### src/rtl/da_pkg.sv
// da_pkg: shared state enum, accumulator widths and saturation bounds for the DA sequencer
package da_pkg;
    typedef enum logic [1:0] {IDLE, ACC, DONE} state_t;
    localparam int ACCW      = 10;
    localparam int SATW      = 9;
    localparam int RND_SHIFT = 3;
    localparam int SAT_MAX   = 255;
    localparam int SAT_MIN   = -256;
endpackage

### src/rtl/da_sat_round.sv
// da_sat_round: clamp acc to 9 bits, round half-up by 2^RND_SHIFT, clamp to YW bits
//   acc : signed accumulator in
//   y   : signed saturated, rounded result out
module da_sat_round
    import da_pkg::*;
#(
    parameter int YW = 6
) (
    input  logic signed [ACCW-1:0] acc,
    output logic signed [YW-1:0]   y
);
    localparam int Y_MAX = 2 ** (YW - 1) - 1;
    localparam int Y_MIN = -(2 ** (YW - 1));
    logic signed [SATW-1:0] s;
    logic signed [ACCW-1:0] sum, r;
    always_comb begin
        s   = (acc > SAT_MAX) ? SATW'(SAT_MAX) : (acc < SAT_MIN) ? SATW'(SAT_MIN) : acc[SATW-1:0];
        // arithmetic shift floors, so adding half an LSB first gives round-half-up
        sum = {s[SATW-1], s} + ACCW'(1 << (RND_SHIFT - 1));
        r   = sum >>> RND_SHIFT;
        y   = (r > Y_MAX) ? YW'(Y_MAX) : (r < Y_MIN) ? YW'(Y_MIN) : r[YW-1:0];
    end
endmodule

### src/rtl/da_serial_seq.sv
// da_serial_seq: bit-serial DA FIR sequencer sharing one external LUT across all bit-planes
//   clk_80/rst_80/clear_80       : clock, sync reset, sync flush
//   in_valid_80/in_ready_80/x_in : sample handshake
//   lut_addr_80/lut_out_80       : external coefficient LUT (combinational)
//   out_valid_80/out_ready_80/y  : result handshake; busy_80 = not idle
module da_serial_seq
    import da_pkg::*;
#(
    parameter int NTAPS = 6,
    parameter int XW    = 4,
    parameter int LW    = 6,
    parameter int YW    = 6
) (
    input  logic                    clk_80,
    input  logic                    rst_80,
    input  logic                    clear_80,
    input  logic                    in_valid_80,
    output logic                    in_ready_80,
    input  logic signed [XW-1:0]    x_in_80,
    output logic [NTAPS-1:0]        lut_addr_80,
    input  logic signed [LW-1:0]    lut_out_80,
    output logic                    out_valid_80,
    input  logic                    out_ready_80,
    output logic signed [YW-1:0]    y_out_80,
    output logic                    busy_80
);
    localparam int BW = $clog2(XW);
    state_t state, state_nxt;
    logic signed [XW-1:0]   taps [NTAPS];
    logic signed [ACCW-1:0] acc, term, acc_nxt;
    logic [BW:0]            cnt;
    logic [BW-1:0]          plane;
    logic                   settle, accept, sign_plane;
    logic signed [YW-1:0]   y_sat;
    // cnt runs through XW planes, then one settle step where the final acc is rounded into y
    assign plane      = cnt[BW-1:0];
    assign settle     = cnt[BW];
    assign accept     = in_ready_80 && in_valid_80 && !clear_80;
    assign sign_plane = state == ACC && !settle && plane == BW'(XW - 1);
    assign term       = ACCW'(lut_out_80) <<< plane;
    assign acc_nxt    = sign_plane ? acc - term : acc + term;
    da_sat_round #(.YW(YW)) u_sat (.acc(acc), .y(y_sat));
    always_comb begin
        state_nxt    = state;
        in_ready_80  = state == IDLE;
        out_valid_80 = state == DONE;
        busy_80      = state != IDLE;
        lut_addr_80  = '0;
        for (int k = 0; k < NTAPS; k++)
            lut_addr_80[k] = state == ACC && !settle && taps[k][plane];
        if (clear_80)
            state_nxt = IDLE;
        else if (accept)
            state_nxt = ACC;
        else if (state == ACC && settle)
            state_nxt = DONE;
        else if (state == DONE && out_ready_80)
            state_nxt = IDLE;
    end
    always_ff @(posedge clk_80) begin
        if (rst_80) begin
            state    <= IDLE;
            acc      <= '0;
            cnt      <= '0;
            y_out_80 <= '0;
            for (int k = 0; k < NTAPS; k++) taps[k] <= '0;
        end else begin
            state <= state_nxt;
            if (clear_80) begin
                acc <= '0;
                cnt <= '0;
                for (int k = 0; k < NTAPS; k++) taps[k] <= '0;
            end else if (accept) begin
                acc     <= '0;
                cnt     <= '0;
                taps[0] <= x_in_80;
                for (int k = 1; k < NTAPS; k++) taps[k] <= taps[k-1];
            end else if (state == ACC) begin
                cnt <= cnt + 1'b1;
                if (settle)
                    y_out_80 <= y_sat;
                else
                    acc <= acc_nxt;
            end
        end
    end
endmodule

### config.mk
export PLATFORM = sky130hd
export DESIGN_NAME = da_serial_seq
export DESIGN_NICKNAME = d
export VERILOG_FILES = /design/src/rtl/da_pkg.sv /design/src/rtl/da_sat_round.sv /design/src/rtl/da_serial_seq.sv
export SDC_FILE = /design/constraint.sdc
export NUM_CORES = 1
export LEC_CHECK = 0
export BUFFER_PORTS_ARGS = -buffer_cell sky130_fd_sc_hd__buf_2
export CAP_MARGIN = 20
export CORE_MARGIN = 3
export CORE_UTILIZATION = 54
export CTS_CLUSTER_DIAMETER = 200
export DETAILED_ROUTE_END_ITERATION = 16
export PLACE_DENSITY = 0.76
export SYNTH_ARGS = -nofsm -noshare
export SYNTH_HDL_FRONTEND = slang
export SYNTH_HIERARCHICAL = 1
export SYNTH_SLANG_ARGS = --single-unit
### constraint.sdc
create_clock -name clk_80 -period 3.6 [get_ports clk_80]
set_input_delay 0.54 -clock clk_80 [delete_from_list [all_inputs] [get_ports clk_80]]
set_output_delay 0.54 -clock clk_80 [all_outputs]
set_load 0.03 [all_outputs]
---- Yosys cells after proc, flatten, opt, wreduce, memory -nomap -nowiden ----
Memory sizes are Yosys's and may differ from the RTL's.
Index checks and enable logic that the tools add are counted.
word-level totals
  bits in registers ....................... 21
  memory bits (writable) .................. 24
  input bits .............................. 15
  output and inout bits ................... 15
  word-level logic and storage cells ...... 97
  memories kept ........................... 1
memories
  memory  words  width  rd ports  clocked after Yosys merged registers in  wr ports  RTL line             text
  taps    6      4      6         0                                        6         da_serial_seq.sv:29  logic signed [XW-1:0] taps [NTAPS];
operators by class
  add/sub/neg operators ................... 4
  magnitude comparators ................... 5
  equality and inequality tests ........... 3
  shift-type cells ........................ 1
  muxes and demuxes ....................... 41
  bitwise logic cells ..................... 15
  reductions and logical operators ........ 22
operators with widths
  operator              number
  $mux 4                12
  $mux 9                2
  $mux 1                16
  $bmux 1 s2            6
  $logic_and 1x1->1     12
  $mux 6                2
  $or 1x1->1            12
  $add 10x10->10        1
  $add 9x4->10 const B  1
  $gt 10x9->1 const B   1
  $lt 10x9->1 const B   1
  $mux 10               1
  $sshl 6x2->10         1
  $sub 10x10->10        1
  $gt 7x6->1 const B    1
  $lt 7x6->1 const B    1
  $eq 2x2->1 const B    2
  $mux 2                2
  $reduce_and 4->1      1
  $reduce_bool 2->1     2
  $add 3x1->3 const B   1
  $lt 2x3->1 const B    1
  $not 1->1             3
  $reduce_bool 3->1     1
  6 further kinds       7

---- Depth between registers and ports, before layout ----
Gate-level depths: netlist of the first run.
  word-level depth ........................ 8
  gate-level depth with buffers ........... 17
  depth with buffers taken out ............ 15

---- Hierarchy ----
The synthesis of the first run kept the hierarchy.
by module, submodules not included
  module         instances  cells each  area each (um2)  sequential area each (um2)
  da_serial_seq  1          277         2695.1           1141.1
  da_sat_round   1          43          280.3            0.0

---- Least setup slack after synthesis of the first run ----
Ideal clock, no wire load.
  kind .................................... reg-to-reg
  from .................................... register cnt[0]
  to ...................................... register acc[9]
  library setup time ...................... 59 ps
  arrival ................................. 3312 ps
  required time ........................... 3541 ps
  path slack .............................. 229 ps
  stages on the path, launching flop included .. 18
  path buffers ............................ 2
  clock period less this slack ............ 3371 ps
  cell sequence ........................... dfxtp_1 -> buf_2 -> clkbuf_1 -> nand2_1 -> o21ai_0 -> nand2_1 -> ha_1 -> inv_1 -> and4bb_1 -> a21oi_1 -> xnor2_1 -> ha_1 -> a21oi_1 -> o211a_1 -> o221ai_1 -> o211a_1 -> or4_1 -> nand2_1
on the way
  longest elaborated chain between the ends .. 3
  elaborated cells between the ends (all ways) .. 6
  classes of those cells .................. 2 x add/sub; 1 x eq/ne; 1 x shift; 1 x mux; 1 x reduce/logical
ends and longest elaborated chain
  element                                      RTL line                                  text
  start: declaration                           da_serial_seq.sv:31                       logic [BW:0] cnt;
  start signal: assignment                     da_serial_seq.sv:79                       cnt <= cnt + 1'b1;
  $sshl 6x2->10 or $eq 2x2->1 (tied branches)  da_serial_seq.sv:40, da_serial_seq.sv:39
  $add 10x10->10 (tied with other cells)       da_serial_seq.sv:41                       assign acc_nxt = sign_plane ? acc - term : acc + term;
  $mux 10 *                                    da_serial_seq.sv:41
  end signal: assignment                       da_serial_seq.sv:83                       acc <= acc_nxt;
  end: declaration                             da_serial_seq.sv:30                       logic signed [ACCW-1:0] acc, term, acc_nxt;
Every way passes the cells marked *; elsewhere a longest branch is shown, timed or not.
A chain may end at the register's enable or synchronous reset.

---- Final worst setup path of the first run ----
  from .................................... register cnt[1]
  to ...................................... register acc[9]
Same word-level chain as after synthesis.

==> results of run 1 <==
## metal layers
layer  up-vias  share of wire, %  GRT usage (%)
li1       1212                 -              -
met1      1106                46           25.7
met2        64                48           33.6
met3         4               4.9           3.14
met4         0              0.86           6.25
met5         -                 0              0
## through the flow
step / util (%) / worst slack, ns / hold slack, ns / cells
CTS: 63.4 / 0.149 / 0.485 / 422
global placement: 61.5 / 0.196 / 0.466 / 414
finish: 63.6 / 0.320 / 0.483 / 422
floorplan: - / 0.229 / 0.455 / 320
global route: 63.6 / 0.0554 / 0.499 / 422
detailed placement: 61.5 / 0.0998 / 0.474 / 414
## logic make-up (layout without fill, tap and decap cells)
logic type | count (synthesis) | in the layout | synth area share, %
and+or+nand+nor | 128 | 128 | 22.2
AOI/OAI and AO/OA | 71 | 71 | 15.3
DFF | 45 | 45 | 38.4
buffers and inverters | 27 | 59 | 3.87
muxes | 19 | 19 | 9.42
adders and majority gates | 16 | 16 | 6.73
xor gates and xnor gates | 14 | 14 | 4.12
## state kept, by name (all words and copies together) (netlist names)
signal	cells
cnt	3
taps	24
state	2
acc	10
y_out_80	6
## worst paths after layout
check	startpoint	endpoint	slack [ns]	cells after the start
hold reg to reg	cnt[2]$_SDFFE_PP0N_	cnt[2]$_SDFFE_PP0N_	0.48	2
setup reg to reg	cnt[1]$_SDFFE_PP0N_	acc[9]$_SDFFE_PP0P_	0.32	11
setup / recovery	cnt[1]$_SDFFE_PP0N_	acc[9]$_SDFFE_PP0P_	0.32	11
hold / removal	cnt[2]$_SDFFE_PP0N_	cnt[2]$_SDFFE_PP0N_	0.48	2
## report_power, final
group | switching [mW] | internal, mW | total [mW]
Clock | 0.180 | 0.158 | 0.338
Sequential | 0.00970 | 0.556 | 0.565
Combinational | 0.0765 | 0.0587 | 0.135
Total | 0.266 | 0.772 | 1.04
## placed cells by master, fill, tap and decap left out, types with 10 or more instances in the layout
master    count
nor2_1       31
dfxtp_1      20
a21oi_1      26
inv_1        14
buf_2        29
ha_1         12
and2_1       25
nand2_1      36
mux2i_1      10
edfxtp_1     24
xnor2_1      10
o21ai_0      13
## synthesized netlist by cell type, types with 6 or more instances
cell / n
a21oi_1: 26
and2_1: 25
and3_1: 6
clkbuf_1: 8
dfxtp_1: 21
edfxtp_1: 24
ha_1: 12
inv_1: 14
mux2i_1: 10
mux4_2: 6
nand2_1: 36
nor2_1: 31
o21ai_0: 13
xnor2_1: 10
## layout make-up
| cell class | instances | area [sq um] |
|---|---|---|
| fill | 442 | 1900 |
| multi-input combinational | 248 | 1730 |
| sequential | 45 | 1140 |
| timing repair buffer | 36 | 198 |
| tap | 70 | 87.6 |
| clock buffer | 6 | 82.6 |
| inverter | 15 | 56.3 |
| clock inverter | 2 | 16.3 |
## what timing repair did
action / 4_1_cts / 5_1_grt
endpoints found under the setup margin: 0 / 1
hold buffers: 0 / 0
endpoints found under the hold margin: 0 / 0
resized for setup: 0 / 3
buffers inserted: 0 / 0
## worst min-delay path, stage by stage (launching register included)
cell and delay [ns]:
dfxtp_1 0.33, nand2_1 0.06, a21oi_1 0.05
==> flow_metrics.env, run 1 <==
export IMPL_grt_overflow_total=0
export IMPL_crit_required_ns=3.79
export IMPL_max_slew_margin_pct=44.3
export IMPL_final_layout_size_suffix_gt1_share_pct=18.2
export IMPL_cts_path_max_buffers=2
export IMPL_place_hpwl_um=4450
export IMPL_h_tree_depth=2
export IMPL_worst_path_buf_inv=0
export IMPL_track_usage_pct=19.8
export IMPL_synthTopCellsByArea="edfxtp_1, dfxtp_1, and2_1"
export IMPL_synth_area_sq_mm=0.00298
export IMPL_slew_violations=0
export IMPL_finalCritPeriodShare_pct=91.1
export IMPL_endpoint_kind="flip-flop"
export IMPL_cts_tree="done"
export IMPL_path_common_cell="mux2_4"
export IMPL_timing_fmax_mhz=305
export IMPL_critPathArrivalTime_ns=3.47
export IMPL_synth_distinct_cells=54
export IMPL_avgSynthCellArea_sq_um=9.30
export IMPL_maxCapViolCount=0
export IMPL_numPortBuffers=29
export IMPL_ioPinCount=30
export IMPL_grt_max_degree=25
export IMPL_synth_top_area_cell="edfxtp_1"
export IMPL_cpMaxStageDelayCell="a2111oi_1"
export IMPL_totalWireLength_um=5920
export IMPL_ys_seq_area_share_pct=38.4
export IMPL_status="finished clean"
export IMPL_min_period_ns=3.28
export IMPL_worstHoldPathType="reg -> reg"
export IMPL_globalplace_congestion=0.903
export IMPL_first_pass_iters=5
export IMPL_die_area_sq_mm=0.00644
export IMPL_final_cell_area_sq_mm=0.00331
export IMPL_leakagePower_nw=1.39
export IMPL_drtIter0Drc=124
export IMPL_path_class="reg -> reg"
export IMPL_cts_root_buf="clkbuf_8"
export IMPL_antenna_found_initial=0
export IMPL_finalSetupViolations=0
export IMPL_numCtsBuffers=5
export IMPL_fin_setup_tns_ns=0
export IMPL_diodes=0
export IMPL_ys_ff_latch=45
export IMPL_p_per_area_mw_per_mm2=314
export IMPL_initial_core_util_pct=57.2
export IMPL_viasPerCell=5.65
export IMPL_clock_latency_ns=0.30
export IMPL_tightestPinTransition_ns=0.834
export IMPL_yosys_warnings=6
export IMPL_rows=26
export IMPL_p_total_mw=1.04
export IMPL_wl_per_cell_um=14.0
export IMPL_core_area_sq_mm=0.00520
export IMPL_nets=379
export IMPL_finClkSkew_ns=0.0115
export IMPL_syn2layout_area_growth_pct=11.2
export IMPL_syn_num_nets=348
export IMPL_worstPathMaxFanout=9
export IMPL_hold_viol=0
export IMPL_dpl_cell_area_sq_mm=0.00320
export IMPL_path_delay_family="compound AO/OA/AOI/OAI gates"
export IMPL_antenna_left=0
export IMPL_crit_chain="mux2_4, mux2_4, or3_1, o31ai_1, xnor2_1, ha_1, o21ai_0, o221ai_1, a2111oi_1, or4_1, nand2_1"
export IMPL_ir_drop_mv=0.278
export IMPL_grt_pass1_wl_um=9970
export IMPL_cts_clk_slew_worst_paths_ns=0.09
export IMPL_synth_edff_count=24
export IMPL_crit_path_max_incr_delay_ns=0.44
export IMPL_die_w_um=80.2
export IMPL_rsz0062_at_grt="false"
export IMPL_cp_start_kind="flip-flop"
export IMPL_ys_flop_type="edfxtp_1"
export IMPL_synthArstFlopShare_pct=0
export IMPL_grt_pass1_vias=2194
export IMPL_die_h_um=80.2
export IMPL_syn_inst=320
export IMPL_vias=2386
export IMPL_synth_top_cell_area_share_pct=24.2
export IMPL_cts_sinks=45
export IMPL_route_detailed_drc=0
(Power assumes the default switching activity.)
==> run 2: changes to the inputs <==
- BUFFER_PORTS_ARGS: -buffer_cell sky130_fd_sc_hd__buf_2 -> not set
- CORE_UTILIZATION: 54 -> 58
- DONT_BUFFER_PORTS: not set -> 1
- PLACE_DENSITY: 0.76 -> 0.75
==> flow_metrics.env, run 2 (same netlist as run 1, synthesis figures left out) <==
export IMPL_fillers=412
export IMPL_top_register="taps"
export IMPL_track_usage_pct=21.6
export IMPL_die_h_um=77.6
export IMPL_finalSetupViolations=0
export IMPL_status="finished clean"
export IMPL_antenna_found_initial=0
export IMPL_final_common_cell="nand2_1"
export IMPL_antenna_left=0
export IMPL_core_area_sq_mm=0.00485
export IMPL_post_cts_buffers=0
export IMPL_maxCapViolCount=0
export IMPL_cts_path_max_buffers=2
export IMPL_utilization_pct=65.2
export IMPL_numPortBuffers=0
export IMPL_syn2layout_area_growth_pct=6.22
export IMPL_crit_required_ns=3.86
export IMPL_fin_setup_tns_ns=0
export IMPL_dpl_cell_area_sq_mm=0.00305
export IMPL_met1_usage_pct=29.7
export IMPL_grt_pass1_wl_um=10500
export IMPL_place_hpwl_um=4220
export IMPL_path_class="reg -> reg"
export IMPL_ir_drop_mv=0.304
export IMPL_dp_cells=381
export IMPL_grt_overflow_total=0
export IMPL_numCtsBuffers=5
export IMPL_p_seq_share_pct=52.7
export IMPL_stdcell_count=389
export IMPL_timing_fmax_mhz=303
export IMPL_globalplace_congestion=0.900
export IMPL_worstPathMaxFanout=9
export IMPL_viasPerCell=5.71
export IMPL_largestRegisters="taps x24, acc x10, y_out_80 x6"
export IMPL_finClkSkew_ns=0.00975
export IMPL_first_pass_iters=4
export IMPL_route_detailed_drc=0
export IMPL_final_layout_size_suffix_gt1_share_pct=10.2
export IMPL_top_usage_layer="met2"
export IMPL_grt_pass1_vias=2198
export IMPL_rows=25
export IMPL_critPathArrivalTime_ns=3.55
export IMPL_die_area_sq_mm=0.00603
export IMPL_totalWireLength_um=5830
export IMPL_largest_reg_flops=24
export IMPL_cp_start_kind="flip-flop"
export IMPL_nets=349
export IMPL_pwr_share_clk_pct=36.3
export IMPL_tightestPinTransition_ns=0.829
export IMPL_finalCritPeriodShare_pct=91.6
export IMPL_worstHoldPathType="in -> reg"
export IMPL_slew_violations=0
export IMPL_r2r_start="cnt[1]$_SDFFE_PP0N_"
export IMPL_die_w_um=77.6
export IMPL_switchingPower_uw=259
export IMPL_diodes=0
export IMPL_p_sw_share_pct=24.1
export IMPL_rsz0062_at_grt="false"
export IMPL_max_slew_margin_pct=44.6
export IMPL_cts_tree="done"
export IMPL_final_cell_area_sq_mm=0.00316
export IMPL_initial_core_util_pct=61.4
export IMPL_clock_latency_ns=0.30
export IMPL_critPathCapture="acc[9]$_SDFFE_PP0P_"
export IMPL_power_frac_comb_pct=11.0
export IMPL_min_period_ns=3.30
export IMPL_vias=2222
export IMPL_cts_sinks=45
export IMPL_cts_clk_slew_worst_paths_ns=0.09
export IMPL_endpoint_kind="flip-flop"
export IMPL_cts_root_buf="clkbuf_8"
export IMPL_hold_viol=0
export IMPL_p_int_uw=815
export IMPL_h_tree_depth=2
export IMPL_use_met2_pct=33.4
export IMPL_wl_per_cell_um=15.0
export IMPL_r2r_cells=11
export IMPL_drtIter0Drc=129
export IMPL_leakagePower_nw=1.26
export IMPL_ioPinCount=30
export IMPL_p_per_area_mw_per_mm2=340
export IMPL_grt_max_degree=25
export IMPL_worstReg2RegEnd="acc[9]$_SDFFE_PP0P_"
export IMPL_crit_start="cnt[1]$_SDFFE_PP0N_"
export IMPL_use_met3_pct=4.41
export IMPL_reg2reg_slack_ns=0.30
export IMPL_final_cell_mix="nand2_1, nor2_1, a21oi_1"
==> run 2: worst min path at each step <==
stage,start,endpoint,slack (ns),cells past startpoint
floorplan,cnt[2]$_SDFFE_PP0N_,cnt[2]$_SDFFE_PP0N_,0.45,2
global placement,cnt[2]$_SDFFE_PP0N_,cnt[2]$_SDFFE_PP0N_,0.47,2
detailed placement,cnt[2]$_SDFFE_PP0N_,cnt[2]$_SDFFE_PP0N_,0.48,2
CTS,rst_80,y_out_80[5]$_SDFFE_PP0P_,0.29,1
global route,rst_80,y_out_80[5]$_SDFFE_PP0P_,0.28,1
finish,rst_80,y_out_80[5]$_SDFFE_PP0P_,0.29,1
==> run 2: layout make-up <==
class	count	area, sq um	share of cell area (%)
multi-input combinational	248	1720	54.4
sequential	45	1140	36.2
tap	67	83.8	2.65
clock buffer	6	72.6	2.30
timing repair buffer	6	45.0	1.43
inverter	15	56.3	1.78
clock inverter	2	38.8	1.23
==> run 2: critical path: stages, from the launching register on <==
cell      delay, ns
dfxtp_2        0.42
mux2_4         0.32
mux2_4         0.30
or3_1          0.39
o31ai_1        0.31
xnor2_1        0.12
ha_1           0.33
o21ai_0        0.18
o221ai_1       0.17
o211a_1        0.17
or4_1          0.46
nand2_1        0.07
==> run 2: timing repair <==
item	CTS	global route
hold buffers	0	0
resized for setup	0	3
endpoints found under the setup margin	0	1
==> run 2: routing by layer <==
metal,wire (um),up-vias
met4,95,0
met5,0,-
met1,2940,1028
met2,2570,35
li1,-,1150
met3,229,9
==> run 2: power groups by stage <==
stage / Combinational, mW / Sequential, mW / Clock (mW)
2_1_floorplan: 0.100 / 0.573 / 0
3_3_place_gp: 0.116 / 0.577 / 0
3_5_place_dp: 0.118 / 0.577 / 0
4_1_cts: 0.119 / 0.565 / 0.395
5_1_grt: 0.135 / 0.569 / 0.413
6_report: 0.118 / 0.565 / 0.390
==> run 2: stage by stage <==
step	setup slack [ns]	hold WS, ns	power [mW]
3_5_place_dp	0.216	0.479	0.695
2_1_floorplan	0.229	0.455	0.673
3_3_place_gp	0.328	0.468	0.693
6_report	0.302	0.290	1.07
4_1_cts	0.199	0.286	1.08
5_1_grt	0.0246	0.281	1.12
